**src/rtl/matriz_pkg.sv**
```systemverilog
// matriz_pkg: shared sizes, load-stage states and error codes for the matrix stages
package matriz_pkg;
  localparam int DIM = 5;
  localparam int EW = 8;
  localparam int MAT_W = DIM*DIM*EW;
  typedef enum logic [1:0] {LOAD, PEND, RUN, DRAIN} carga_state_t;
  localparam logic [1:0] ERR_NONE = 2'b00;
  localparam logic [1:0] ERR_FRAME = 2'b01;
  localparam logic [1:0] ERR_TIMEOUT = 2'b10;
endpackage

```
**src/rtl/matriz_watchdog.sv**
```systemverilog
// matriz_watchdog: clear/enable cycle counter that saturates at its terminal count
module matriz_watchdog #(
  parameter int LIMIT = 1023
) (
  input  logic clk,
  input  logic rst_n,
  input  logic clr,
  input  logic en,
  output logic tc
);
  localparam int W = $clog2(LIMIT + 1);
  logic [W-1:0] cnt;
  // tc flags the LIMIT-th enabled cycle, counting the current one
  assign tc = cnt == W'(LIMIT - 1);
  // count enabled cycles, holding once the terminal count is reached
  always_ff @(posedge clk or negedge rst_n)
    if (!rst_n) cnt <= '0;
    else if (clr) cnt <= '0;
    else if (en && !tc) cnt <= cnt + 1'b1;
endmodule

```
**src/rtl/matriz_carga5x5.sv**
```systemverilog
// matriz_carga5x5: streams a 5x5 matrix into a flat operand and sequences the determinant unit
module matriz_carga5x5 #(
  parameter int DIM = matriz_pkg::DIM,
  parameter int EW = matriz_pkg::EW,
  parameter int TIMEOUT = 1023
) (
  input  logic                  clk,
  input  logic                  rst_n,
  input  logic                  in_valid,
  input  logic [EW-1:0]         in_data,
  input  logic                  in_last,
  output logic                  in_ready,
  output logic [DIM*DIM*EW-1:0] matriz_A,
  output logic                  start,
  input  logic                  done,
  input  logic [EW-1:0]         det,
  output logic                  res_valid,
  output logic [EW-1:0]         res_data,
  input  logic                  res_ready,
  output logic [1:0]            err
);
  import matriz_pkg::*;
  localparam int N = DIM*DIM;
  localparam int IW = $clog2(N);
  carga_state_t state, ns;
  logic [IW-1:0] idx;
  logic accept, at_last, frame_ok, frame_err, buf_free, wd_tc, timeout;
  assign accept = in_valid && in_ready;
  assign at_last = idx == IW'(N - 1);
  assign frame_err = accept && (in_last != at_last);
  assign frame_ok = accept && in_last && at_last;
  assign buf_free = !res_valid || res_ready;
  assign timeout = state == RUN && wd_tc && !done;
  matriz_watchdog #(.LIMIT(TIMEOUT)) u_wd (
    .clk(clk),
    .rst_n(rst_n),
    .clr(state != RUN),
    .en(state == RUN),
    .tc(wd_tc)
  );
  // next state; done takes priority over the watchdog in RUN
  always_comb begin
    ns = state;
    case (state)
      LOAD:    if (frame_ok) ns = buf_free ? RUN : PEND;
      PEND:    if (buf_free) ns = RUN;
      RUN:     if (done || wd_tc) ns = DRAIN;
      DRAIN:   if (!done) ns = LOAD;
      default: ns = LOAD;
    endcase
  end
  // state plus registered handshake/request decodes and the one-cycle error pulse
  always_ff @(posedge clk or negedge rst_n)
    if (!rst_n) begin
      state <= LOAD;
      in_ready <= 1'b0;
      start <= 1'b0;
      err <= ERR_NONE;
    end else begin
      state <= ns;
      in_ready <= ns == LOAD;
      start <= ns == RUN;
      err <= frame_err ? ERR_FRAME : timeout ? ERR_TIMEOUT : ERR_NONE;
    end
  // operand assembly; a malformed frame restarts at element 0
  always_ff @(posedge clk or negedge rst_n)
    if (!rst_n) begin
      idx <= '0;
      matriz_A <= '0;
    end else if (accept) begin
      matriz_A[idx*EW +: EW] <= in_data;
      idx <= (frame_err || frame_ok) ? '0 : idx + 1'b1;
    end
  // one-entry result buffer, only filled from RUN which is entered with it free
  always_ff @(posedge clk or negedge rst_n)
    if (!rst_n) begin
      res_valid <= 1'b0;
      res_data <= '0;
    end else if (state == RUN && done) begin
      res_valid <= 1'b1;
      res_data <= det;
    end else if (res_valid && res_ready) res_valid <= 1'b0;
endmodule

```
**config.mk**
```make
export PLATFORM = sky130hd
export DESIGN_NAME = matriz_carga5x5
export DESIGN_NICKNAME = d
export VERILOG_FILES = /design/src/rtl/matriz_pkg.sv /design/src/rtl/matriz_watchdog.sv /design/src/rtl/matriz_carga5x5.sv
export SDC_FILE = /design/constraint.sdc
export NUM_CORES = 1
export LEC_CHECK = 0
export BUFFER_PORTS_ARGS = -buffer_cell sky130_fd_sc_hd__buf_2
export CAP_MARGIN = 20
export CORE_ASPECT_RATIO = 0.5
export CORE_MARGIN = 4
export CORE_UTILIZATION = 54
export DETAILED_ROUTE_END_ITERATION = 12
export PLACE_DENSITY_LB_ADDON = 0.25
export SETUP_SLACK_MARGIN = 0.2
export SLEW_MARGIN = 10
export SYNTH_ARGS = -nofsm -noshare
export SYNTH_HDL_FRONTEND = slang
export SYNTH_SLANG_ARGS = --single-unit
export TNS_END_PERCENT = 50
```
**constraint.sdc**
```tcl
create_clock -name clk -period 3.4 [get_ports clk]
set_input_delay 0.34 -clock clk [delete_from_list [all_inputs] [get_ports clk]]
set_output_delay 0.34 -clock clk [all_outputs]
set_load 0.01 [all_outputs]
```
==> results.txt <==
- Clock-pin slew of the registers on the worst-case setup and hold paths: 0.06 ns
* Top metal layer carrying routed signals: met4
- At the pin with the least slew margin, the transition time is between 1 and 1.5 ns.
- At the end of the flow the core is filled with cells to 0.6661.
- After layout, the design draws a total of 7.963 mW.
- The first global-routing pass estimated 42.81 mm of wire.
- Post-synth top cells: 230 x sky130_fd_sc_hd__dfrtp_1, 165 x sky130_fd_sc_hd__mux2_2, 66 x sky130_fd_sc_hd__nand2_1
* Number of placed instances with taps included: 1275
* Normalized max-slew margin: 0.2708
- Effective utilization at floorplan: 0.5509
- The run finished with clean final reports.
- Layout Cells excl Fill: 1312
- WHS: ~0.081 ns
* Clock net sink count: 230
- Pin count of the biggest net entering global routing: 102
- Pins over their slew limit: 0
* Flops & latches, synth: 230
* Maximum count of clock buffers along a single path: 3
- Leftover overflow at the end of global routing: 0
- Total wirelength of the detailed-routed design: 26.59 mm
- Before CTS, the worst setup slack after placement is 0.1344 ns.
- For the final routed database, the setup TNS stands at 0 ns.
- Async set or reset register ratio after synthesis: 1.000
- The tightest min-delay check is of the in2reg type.
- For this design the ratio of total power to cell area is ~650 nW/um2.
- DRC: 0
* Final setup violation count: 0
- Antenna-violating nets left: 0
* Clk_lat worst skew: 0.49 ns
* Post-detailed-placement half-perimeter wirelength: 19.01 mm
- Warning count from the yosys run: 0
- The worst setup path is captured at a flop.
* Routed wl met3: 1.549 mm
* Number of violations reported at the end of detailed-routing iteration 0: 416
* Area of the placeable core: 18440 um2
* Clock tree skew after final layout: just under 0.008 ns
* Netlist area before placement: ~10000 um2
- The number of hold violations in the final report is 0.
- Total vias in the final route: around 7300
- Synthesis produced a netlist with a net count of 834.
- The area growth from synthesis to layout is 20.90%.
- Average routed wire per standard cell: 20.27 um
* Critical path required time: 3.77 ns
* Type of origin of the critical path: flop
- The initial antenna violation count was 0.
* Clk Tree Root Cell: sky130_fd_sc_hd__clkbuf_16
- Number of placed I/O pins: between 200 and 250
- TritonCTS Buffers: 21
- Buffers placed on the I/O ports in this run total between 200 and 250.
- Gpl congestion: 0.8742
* Unrepaired setup endpoints after global routing: no
- Height of the die: 105.0 um
- TritonCTS built the clock tree.
- Chip width: between 200 and 250 um
* Final min period: 2.867 ns
- CP Max Fanout: 9
* Ratio of cells with drive above 1 in the final layout: 0.4549
- In this run the static leakage power is a little under 7 nW.
* Count of flip-flops with a built-in enable after synthesis: 0
* Area of all sequential standard cells: 5757 um2
* Mean instance size in the synthesized netlist: 12.59 um2
- Summed over all instances, the cell type with the most area after synthesis is sky130_fd_sc_hd__dfrtp_1.
- Maximum achievable frequency: 348.8 MHz
- Area of the multi-input gates: 4141 um2
- Before antenna repair, the detailed router went through 5 iterations.
* Leading cell types by total area after synthesis: sky130_fd_sc_hd__dfrtp_1 57%, sky130_fd_sc_hd__mux2_2 18%, sky130_fd_sc_hd__nand2_1 2.4%, sky130_fd_sc_hd__and3_1 2.3%, sky130_fd_sc_hd__mux2i_1 1.7%
- The critical path in this run is classified as reg2reg.
- For this run, the post-layout net count is 1068.
- In the final routing, the length of wire on met1 measures 12.04 mm.
- sky130_fd_sc_hd__dfrtp_1 is the most common cell in the netlist.
- The floorplan step defined a die boundary enclosing 21200 um2.
* Cell area after placement: 11600 um2
* Critical Path AT: 3.24 ns
- Using the TritonRoute via totals, the vias-per-cell ratio works out to 5.531.
- After detailed routing, the met2 layer carries approximately 13 mm of wire.
* Post-layout worst setup margin: 0.5334 ns
- Via count of the first global-routing pass: 7708
* Top_reg_cell synth: sky130_fd_sc_hd__dfrtp_1
- The floorplan has 35 rows.
* Share of synthesized area occupied by flip-flops and latches: 0.5666
- 0 antenna diodes ended up in the layout.
- Final instance area: 12280 um2
* CTS H-Tree Depth: 1
- Final period util: 0.8431
* Max-capacitance violation count: 0
- After filler insertion, the fill cell instance count of the layout stands at 1439.
- Yosys mapped the design onto 68 distinct sky130hd cell types.
* Number of cells produced by synthesis: 807
- GRT Overall Usage: 0.2523
- Maximum vdd drop: 468.4 uV
- Area share of the largest cell type after synthesis: 0.5666
## worst max-delay path, cell delays in order (launching register included)
cell,delay (ns)
sky130_fd_sc_hd__dfrtp_2,0.41
sky130_fd_sc_hd__inv_1,0.06
sky130_fd_sc_hd__ha_1,0.20
sky130_fd_sc_hd__nand2b_1,0.12
sky130_fd_sc_hd__nor2_1,0.05
sky130_fd_sc_hd__ha_1,0.39
sky130_fd_sc_hd__and4b_2,0.35
sky130_fd_sc_hd__a21boi_2,0.21
sky130_fd_sc_hd__buf_4,0.25
sky130_fd_sc_hd__nand4_2,0.31
sky130_fd_sc_hd__mux2_2,0.40
## where the power goes
part | internal (mW) | total (mW) | switching (mW)
combinational | 0.802 | 2.53 | 1.72
sequential | 2.99 | 3.16 | 0.169
clock | 1.30 | 2.28 | 0.984
## timing repair
action                     CTS  global route
hold buffers                 1             0
setup buffers                0             1
cloned                       0             0
gates resized for setup      1             3
setup endpoints to repair   11           105
hold endpoints to repair    98             0
## registers in the layout, summed over array words and instances (netlist names)
register / flops
matriz_A: 200
u_wd.cnt: 10
res_data: 8
idx: 5
err: 2
state: 2
in_ready: 1
res_valid: 1
start: 1
## cell type report
class / instances / share of cell area
Sequential cell: 230 / 0.4688
Multi-Input combinational cell: 514 / 0.3372
Tap cell: 259 / 0.02639
Clock buffer: 30 / 0.04880
Inverter: 24 / 0.007336
Timing Repair Buffer: 250 / 0.1072
Clock inverter: 5 / 0.004279
## worst paths after layout
| kind | from | end | slack [ns] | cells past startpoint |
|---|---|---|---|---|
| worst max-delay path | idx[1] | matriz_A[90] | 0.53 | 10 |
| worst min-delay path | det[6] | res_data[6] | 0.08 | 2 |
| worst max register to register | idx[1] | matriz_A[90] | 0.53 | 10 |
| worst min register to register | matriz_A[127] | matriz_A[127] | 0.48 | 1 |
| max in group asynchronous | rst_n | matriz_A[193] | 1.93 | 3 |
| min in group asynchronous | rst_n | matriz_A[165] | 0.48 | 2 |
## cell usage in the layout (no fill, tap or decap), types with 4 or more instances in the layout
cell type and count:
sky130_fd_sc_hd__buf_2 233, sky130_fd_sc_hd__dfrtp_1 229, sky130_fd_sc_hd__mux2_2 165, sky130_fd_sc_hd__nand2_1 66, sky130_fd_sc_hd__nor2_1 42, sky130_fd_sc_hd__and3_1 38, sky130_fd_sc_hd__o21ai_0 26, sky130_fd_sc_hd__inv_1 24
sky130_fd_sc_hd__clkbuf_16 21, sky130_fd_sc_hd__mux2i_1 17, sky130_fd_sc_hd__nor3_1 16, sky130_fd_sc_hd__nand3_1 14, sky130_fd_sc_hd__buf_4 14, sky130_fd_sc_hd__o31ai_1 13, sky130_fd_sc_hd__nor2b_1 10, sky130_fd_sc_hd__mux2_1 8
sky130_fd_sc_hd__and2_1 7, sky130_fd_sc_hd__a21oi_1 6, sky130_fd_sc_hd__or3_1 6, sky130_fd_sc_hd__nand4_2 6, sky130_fd_sc_hd__ha_1 5, sky130_fd_sc_hd__clkbuf_1 5, sky130_fd_sc_hd__nand2b_1 4, sky130_fd_sc_hd__xnor2_1 4
sky130_fd_sc_hd__o21ai_1 4, sky130_fd_sc_hd__clkbuf_8 4
## cell families after synthesis
logic type	after synthesis	share of synthesized area
XOR/XNOR	7	0.007515
AO/OA/AOI/OAI	69	0.04484
multiplexers	190	0.2085
adder cells (fa/ha/maj)	5	0.006159
AND/OR/NAND/NOR	243	0.1377
flip-flops	230	0.5666
buffers and inverters	63	0.02858
## per-layer routing
metal / track usage / vias to the layer above
met5: 0 / -
met4: 0.05604 / 0
met3: 0.05178 / 37
met2: 0.4143 / 206
met1: 0.3506 / 3701
li1: - / 3313
Power figures use the tool's default switching activity.
